<file path="src/rtl/mem_arbiter.sv">
// mem_arbiter -- arbitrates an instruction-fetch port and a data port onto one
// shared single-port memory with a fixed read latency.
//
// Parameter:
//   MEM_LAT    memory read latency (1..4) from the mem_en cycle to the edge
//              that samples mem_rdata
// Ports:
//   Clk, Rst                 clock, synchronous active-high reset
//   if_req/if_addr           fetch request (held until if_ack) and address
//   if_rdata/if_ack          registered fetched word, one-cycle completion pulse
//   d_req/d_we/d_addr/d_wdata data request (held until d_ack), write enable,
//                            address, write data
//   d_rdata/d_ack            registered read word, one-cycle completion pulse
//   mem_en/mem_we/mem_addr/mem_wdata  registered memory drive
//   mem_rdata                memory read data
//   stall_if/stall_mem       pipeline stall requests (combinational)
//   busy                     high while an access is in flight
// Build option:
//   MEM_ARB_RR_EN  defined: round-robin on simultaneous requests
//                  undefined: data request has fixed priority over fetch
module mem_arbiter #(
   parameter int unsigned MEM_LAT = 2
) (
   input  logic        Clk,
   input  logic        Rst,
   input  logic        if_req,
   input  logic [15:0] if_addr,
   output logic [15:0] if_rdata,
   output logic        if_ack,
   input  logic        d_req,
   input  logic        d_we,
   input  logic [15:0] d_addr,
   input  logic [15:0] d_wdata,
   output logic [15:0] d_rdata,
   output logic        d_ack,
   output logic        mem_en,
   output logic        mem_we,
   output logic [15:0] mem_addr,
   output logic [15:0] mem_wdata,
   input  logic [15:0] mem_rdata,
   output logic        stall_if,
   output logic        stall_mem,
   output logic        busy
);

   typedef enum logic {IDLE, ACCESS} state_t;

   state_t     state;
   state_t     state_nxt;
   logic [2:0] cnt;
   logic       grant_d;   // 1 = data port owns the in-flight access
   logic       sel_d;     // requester chosen at a grant edge
   logic       any_req;
   logic       done;

   assign any_req = if_req | d_req;
   // Counter reaches zero on this edge: grant edge + MEM_LAT
   assign done    = (state == ACCESS) && (cnt == 3'd1);

`ifdef MEM_ARB_RR_EN
   logic last_d;          // 1 = data port was granted most recently

   always_comb begin
      sel_d = d_req;
      if (if_req && d_req)
         sel_d = ~last_d;
   end

   always_ff @(posedge Clk) begin
      if (Rst)
         last_d <= 1'b0;
      else if (state == IDLE && any_req)
         last_d <= sel_d;
   end
`else
   always_comb begin
      sel_d = d_req;
   end
`endif

   // State register
   always_ff @(posedge Clk) begin
      if (Rst)
         state <= IDLE;
      else
         state <= state_nxt;
   end

   // Next-state logic
   always_comb begin
      state_nxt = state;
      case (state)
         IDLE:    if (any_req) state_nxt = ACCESS;
         ACCESS:  if (done)    state_nxt = IDLE;
         default: state_nxt = IDLE;
      endcase
   end

   // Combinational outputs
   always_comb begin
      busy      = (state == ACCESS);
      stall_if  = if_req & ~if_ack;
      stall_mem = d_req & ~d_ack;
   end

   // Registered datapath: grant latch, latency counter, read capture, acks
   always_ff @(posedge Clk) begin
      if (Rst) begin
         cnt       <= '0;
         grant_d   <= 1'b0;
         mem_en    <= 1'b0;
         mem_we    <= 1'b0;
         mem_addr  <= '0;
         mem_wdata <= '0;
         if_rdata  <= '0;
         d_rdata   <= '0;
         if_ack    <= 1'b0;
         d_ack     <= 1'b0;
      end else begin
         mem_en <= 1'b0;
         if_ack <= 1'b0;
         d_ack  <= 1'b0;
         if (state == IDLE && any_req) begin
            grant_d <= sel_d;
            cnt     <= 3'(MEM_LAT);
            mem_en  <= 1'b1;
            if (sel_d) begin
               mem_we    <= d_we;
               mem_addr  <= d_addr;
               mem_wdata <= d_wdata;
            end else begin
               mem_we    <= 1'b0;
               mem_addr  <= if_addr;
               mem_wdata <= '0;
            end
         end
         if (state == ACCESS) begin
            cnt <= cnt - 3'd1;
            if (done) begin
               if (grant_d) begin
                  d_ack <= 1'b1;
                  if (!mem_we)
                     d_rdata <= mem_rdata;
               end else begin
                  if_ack   <= 1'b1;
                  if_rdata <= mem_rdata;
               end
            end
         end
      end
   end

endmodule

</file>
<file path="config.mk">
export PLATFORM = sky130hd
export DESIGN_NAME = mem_arbiter
export DESIGN_NICKNAME = d
export VERILOG_FILES = /design/src/rtl/mem_arbiter.sv
export SDC_FILE = /design/constraint.sdc
export NUM_CORES = 1
export LEC_CHECK = 0
export ABC_AREA = 1
export ABC_CLOCK_PERIOD_IN_PS = 1500
export CAP_MARGIN = 5
export CORE_AREA = 2 2 90 92
export CTS_CLUSTER_SIZE = 40
export DETAILED_ROUTE_END_ITERATION = 8
export DIE_AREA = 0 0 92 94
export PLACE_DENSITY = 0.84
export REMOVE_ABC_BUFFERS = 1
export SYNTH_ARGS = -nofsm -noshare
export SYNTH_HDL_FRONTEND = slang
export SYNTH_SLANG_ARGS = --single-unit
</file>
<file path="constraint.sdc">
create_clock -name Clk -period 1.5 [get_ports Clk]
set_input_delay 0.3 -clock Clk [delete_from_list [all_inputs] [get_ports Clk]]
set_output_delay 0.3 -clock Clk [all_outputs]
set_load 0.01 [all_outputs]
</file>
==> summary.md, run 1 <==
| Metric | Value |
|---|---|
| Drt wl/cell | `11.8 um` |
| Via count | `3138` |
| Worst hold margin | `464 ps` |
| Min Tclk post-route | `roughly 1400 ps` |
| Initial Util | `around two fifths` |
| Die H | `approximately 94 um` |
| Worst setup path class | `in -> out` |
| Max-cap violations | `0` |
| Most frequent cell after synthesis | `nand2_1` |
| Synth Flop Type | `dfxtp_1` |
| Yosys cell types | `22` |
| Die Span X | `92 um` |
| Outcome | `complete, no violations` |
| Fmax | `699 MHz` |
| Row count | `32` |
| Max-slew violation total from the final report | `0` |
| Hold Path Class | `reg -> reg` |
| Worst-margin pin slew | `376 ps` |
| TritonCTS Sinks | `73` |
| CP max FO | `2` |
| Lkg Pwr | `around 2.4 nW` |
| Worst Setup Start Kind | `input port` |
| Routed vias/inst | `4.66` |
| Initial drt markers | `97` |
| Maximum vdd drop | `0.640 mV` |
| I/O pin total | `140` |
| WP data arrival | `1130 ps` |
| Clock tree from TritonCTS | `done` |
| Vias in the first global route | `2937` |
| Hold Vio Cnt, Final | `0` |
| Total Power | `around 4.7 mW` |
| Root buffer cell | `clkbuf_8` |
| Final ANT Viol Nets | `0` |
| Clock tree buffer depth | `2` |
| Syn Inst Count | `426` |
| Gpl congestion | `about 0.78` |
| Synthesis Warnings | `0` |
| Number of synthesized flops with an enable pin | `0` |
| H-tree level count | `3` |
| Top cells by count, synth | `151 x nand2_1, 73 x dfxtp_1, 67 x nand3_1` |
| Ratio of cells with drive above 1 in the final layout | `under 10%` |
| Final nets | `638` |
| Buffers added on ports | `about 140` |
| Top post-synthesis cells by area | `dfxtp_1 49%, nand2_1 19%, nand3_1 11%` |
| Final worst setup slack | `70.1 ps` |
| Setup slack at placement | `-342 ps` |
| Period utilization | `95.3%` |
| Largest net degree at the start of global routing | `43` |
| Post-synth top area cell | `dfxtp_1` |
| N_diodes | `0` |
| First-pass GRT wire length | `around 13000 um` |
| Total global routing overflow | `0` |
| Die footprint | `8650 um^2` |
| Layout area overhead | `57.0%` |
| Synth async-reset ratio | `0%` |
| Core Region | `7610 um^2` |
| Routed wire length | `7940 um` |
| Total GRT Usage | `a little under a fifth` |
| TritonRoute pass-1 iters | `4` |
| Share of the synthesized area in the top cell type | `48.5%` |
| Req. time, crit path | `1200 ps` |
| Rel. slew slack | `about three quarters` |
| Worst Setup End Kind | `output port` |
| Syn Area/Cell | `7.07 um^2` |
| Cell Pwr Density | `about 990 nW/um^2` |
| DRC errors left | `0` |
| Clock-pin slew on the worst setup and hold paths | `approximately 70 ps` |
| Sequential area share after synthesis | `about half` |
| DP HPWL | `5760 um` |
| Number of synthesized register bits | `73` |
| Cts bufs inserted | `9` |
| RSZ-0062 raised after global routing | `no` |
| Initial antenna violation count | `0` |
| Final Skew | `a little over 9 ps` |
| Mapped Area | `roughly 3000 um^2` |
| Post-layout util | `just over 60%` |
| Final setup fails | `0` |
| Clock latency on the worst-skew pair | `330 ps` |
==> area by class of cell <==
cell class              count  area, um^2
fillers                   681        2880
repair buffers            156        1490
flip-flops and latches     73        1460
multi-input cells         302        1310
clock buffers              10         138
well taps                 102         128
clock inverters             6         105
inverters                  25        93.8
==> report_power, final <==
group	internal, mW	switching [mW]
Sequential	2.04	0.0562
Clock	1.14	0.689
Combinational	0.385	0.372
==> path summary, 6_finish.rpt <==
check	from	to	slack, ps	cells past startpoint
min reg2reg	mem_wdata[11]$_SDFFE_PP0P_	mem_wdata[11]$_SDFFE_PP0P_	460	2
min	mem_wdata[11]$_SDFFE_PP0P_	mem_wdata[11]$_SDFFE_PP0P_	460	2
max reg2reg	cnt[0]$_SDFFE_PP0P_	if_rdata[13]$_SDFFE_PP0P_	200	7
max	d_req	stall_mem	70	4
==> flip-flops by register name (all words and copies together) (netlist names) <==
register	cells
mem_wdata	16
mem_we	1
d_ack	1
if_ack	1
d_rdata	16
busy	1
mem_addr	16
mem_en	1
cnt	3
grant_d	1
if_rdata	16
==> logic make-up after synthesis <==
group	synth area share, %
flops	48.5
fa+ha+maj	0.831
xor+xnor	0.291
simple gates	38.0
compound gates	4.12
buf+inv	8.23
==> cell usage in the layout, fill, tap and decap left out <==
cell type	instances
clkbuf_8	10
nor2_2	2
buf_2	1
nand3_1	67
dlygate4sd2_1	69
inv_2	2
xor2_1	1
o21bai_1	1
nor2_4	3
inv_1	22
nor2_1	52
ha_1	2
bufinv_16	3
nor3_1	2
clkbuf_2	1
buf_4	11
nand2_1	151
o21ai_0	2
a21oi_1	18
buf_12	5
clkinv_1	1
o21ai_4	1
clkdlybuf4s50_1	68
buf_6	1
dfxtp_1	73
clkinv_2	3
==> critical path: stages <==
cell and delay, ps:
clkdlybuf4s50_1 500, clkinv_1 90, nor2_1 100, buf_2 140
==> stage by stage <==
step / std cells / setup TNS, ps / instance area (um^2)
finish: 674 / 0 / 4730
global route: 674 / 0 / 4730
floorplan: 400 / -11880 / 2860
detailed placement: 657 / -9150 / 4550
CTS: 673 / 0 / 4700
global placement: 657 / -7560 / 4550
==> timing repair <==
item / 4_1_cts / 5_1_grt
setup buffers: 0 / 1
endpoints found under the setup margin: 71 / 23
pin swaps: 0 / 1
hold buffers: 0 / 0
endpoints found under the hold margin: 0 / 0
gates resized for setup: 75 / 3
==> routing by layer <==
| metal | global-route usage (%) | part of all wire, % | vias up | routed length [um] |
|---|---|---|---|---|
| met4 | 7.34 | 0.97 | 0 | 77 |
| met1 | 21.9 | 44 | 1396 | 3530 |
| met3 | 6.18 | 8.3 | 8 | 660 |
| met5 | 0 | 0 | - | 0 |
| li1 | - | - | 1608 | - |
| met2 | 32.0 | 46 | 126 | 3670 |
(Power assumes the default switching activity.)
==> inputs of run 2 (changes only) <==
Settings changed: CAP_MARGIN 5 to default, SKIP_LAST_GASP from default to 1.
==> run 2 against run 1 <==
Via count barely moved. Non-clock buffer count did not move. First-iteration DRC count is the same. Sequential cell count did not move. Sequential power barely moved. Power about the same. Utilization unchanged. Clock power barely moved. Critical path type unchanged. Critical endpoint unchanged. Largest cell class unchanged.
==> summary.md, run 2 (synthesis gave the netlist of run 1 again) <==
| Metric | Value |
|---|---|
| Die footprint | `8650 um^2` |
| Initial antenna violation count | `0` |
| TritonCTS Sinks | `73` |
| Final ANT Viol Nets | `0` |
| DP HPWL | `5760 um` |
| Crit path max-delay cell type | `clkdlybuf4s50_1` |
| Most common cell after layout, fill and taps aside | `nand2_1` |
| CP max FO | `2` |
| Cts bufs inserted | `9` |
| Period utilization | `95.6%` |
| Gpl congestion | `0.782` |
| N_diodes | `0` |
| Core Region | `7610 um^2` |
| Req. time, crit path | `1200 ps` |
| Rel. slew slack | `74.8%` |
| Reg2reg start | `cnt[0]$_SDFFE_PP0P_` |
| Hold Path Class | `reg -> reg` |
| Worst Setup Start Kind | `input port` |
| Clock latency on the worst-skew pair | `330 ps` |
| Worst-margin pin slew | `377 ps` |
| Worst Setup End Kind | `output port` |
| Critical Path Max Stage Delay | `~500 ps` |
| Clock tree buffer depth | `2` |
| Ratio of cells with drive above 1 in the final layout | `7.52%` |
| Cell family with most CP delay | `buffers and inverters` |
| Fin Setup TNS | `0 ps` |
| Routed wire length | `approximately 7900 um` |
| Final setup fails | `0` |
| H-tree level count | `3` |
| Max-slew violation total from the final report | `0` |
| TritonRoute pass-1 iters | `4` |
| Maximum vdd drop | `0.640 mV` |
| Most frequent cells in the layout | `151 x nand2_1, 73 x dfxtp_1, 69 x dlygate4sd2_1` |
| Total global routing overflow | `0` |
| Fmax | `697 MHz` |
| Drt wl/cell | `11.8 um` |
| WP data arrival | `1130 ps` |
| Layout area overhead | `57.0%` |
| Min Tclk post-route | `1430 ps` |
| Hold path cells | `2` |
| I/O pin total | `140` |
| Critical path depth | `4` |
| Via count | `between 3000 and 4000` |
| Initial drt markers | `97` |
| Clock tree from TritonCTS | `done` |
| Die Span X | `approximately 92 um` |
| FF-to-FF End | `if_rdata[13]$_SDFFE_PP0P_` |
| Initial Util | `39.6%` |
| First-pass GRT wire length | `13000 um` |
| RSZ-0062 raised after global routing | `no` |
| Die H | `94 um` |
| Root buffer cell | `clkbuf_8` |
| Outcome | `complete, no violations` |
| Setup crit start | `d_req` |
| Lkg Pwr | `around 2.4 nW` |
| Vias in the first global route | `2937` |
| End of the critical path | `stall_mem` |
| DRC errors left | `0` |
| Final nets | `638` |
| Largest net degree at the start of global routing | `43` |
| Worst setup path class | `in -> out` |
| Max-cap violations | `0` |
| Cell Chain, Critical Path | `clkdlybuf4s50_1, clkinv_1, nor2_1, clkbuf_2` |
| Row count | `32` |
| Cell area after layout | `4730 um^2` |
| Critical path buffers and inverters | `3` |
| Hold Vio Cnt, Final | `0` |
| Placed cell areas | `~4600 um^2` |
| R2r worst-path depth | `7` |
| Clock-pin slew on the worst setup and hold paths | `70 ps` |
| Cell Pwr Density | `991 nW/um^2` |
| Buffers added on ports | `139` |
| FF-to-FF setup slack | `~200 ps` |
| Final Skew | `slightly above 9 ps` |
| Routed vias/inst | `about 4.7` |
| Total GRT Usage | `18.8%` |
| Total Power | `4.68 mW` |
-- run 2: cell count changes in the layout (fill, tap and decap cells not counted), sizes merged --
cell	previous run	this run
buf	18	17
clkbuf	11	12
-- run 2: final cells by class --
| class | count | area, um^2 |
|---|---|---|
| clock inverter | 6 | 105 |
| inverter | 25 | 93.8 |
| fill | 681 | 2880 |
| sequential | 73 | 1460 |
| tap | 102 | 128 |
| multi-input combinational | 302 | 1310 |
| timing repair buffer | 156 | 1490 |
| clock buffer | 10 | 138 |
-- run 2: worst min-delay path by stage --
| stage | slack, ps | endpoint | startpoint |
|---|---|---|---|
| final | 460 | mem_wdata[11]$_SDFFE_PP0P_ | mem_wdata[11]$_SDFFE_PP0P_ |
| after global routing | 490 | mem_wdata[12]$_SDFFE_PP0P_ | mem_wdata[12]$_SDFFE_PP0P_ |
| after CTS | 470 | mem_wdata[11]$_SDFFE_PP0P_ | mem_wdata[11]$_SDFFE_PP0P_ |
| after detailed placement | 460 | mem_wdata[4]$_SDFFE_PP0P_ | mem_wdata[4]$_SDFFE_PP0P_ |
| after global placement | 450 | mem_wdata[5]$_SDFFE_PP0P_ | mem_wdata[5]$_SDFFE_PP0P_ |
| after floorplan | 380 | d_ack$_SDFF_PP0_ | Rst |
-- run 2: repair_timing --
action | CTS | global route
hold buffers | 0 | 0
pin swaps | 0 | 1
endpoints found under the setup margin | 71 | 24
resized for setup | 72 | 5
setup buffers | 0 | 1
-- run 2: worst min-delay path: stages, from the launching register on --
cell     delay (ps)
dfxtp_1         310
nand3_1          70
nand2_1          40
-- run 2: stage by stage --
| stage | hold WS [ps] | worst slack (ps) | instances | util (%) |
|---|---|---|---|---|
| after floorplan | 377 | -365 | 400 | - |
| after global routing | 489 | 1.83 | 674 | 62.1 |
| after CTS | 470 | -77.4 | 673 | 61.9 |
| final | 464 | 65.3 | 674 | 62.1 |
| after detailed placement | 460 | -342 | 657 | 59.8 |
| after global placement | 453 | -297 | 657 | 59.8 |
-- run 2: metal layers --
| metal | global-route usage [%] | routed length, um |
|---|---|---|
| met5 | 0 | 0 |
| met4 | 7.34 | 77 |
| met3 | 6.18 | 656 |
| met2 | 32.0 | 3680 |
| met1 | 21.9 | 3540 |
-- run 2: power by group --
| group | leakage [nW] | internal, mW | total (mW) | switching [mW] |
|---|---|---|---|---|
| registers | 0.596 | 2.04 | 2.09 | 0.0562 |
| logic | 1.72 | 0.385 | 0.758 | 0.373 |
| clock network | 0.126 | 1.14 | 1.83 | 0.689 |
| total | 2.44 | 3.56 | 4.68 | 1.12 |
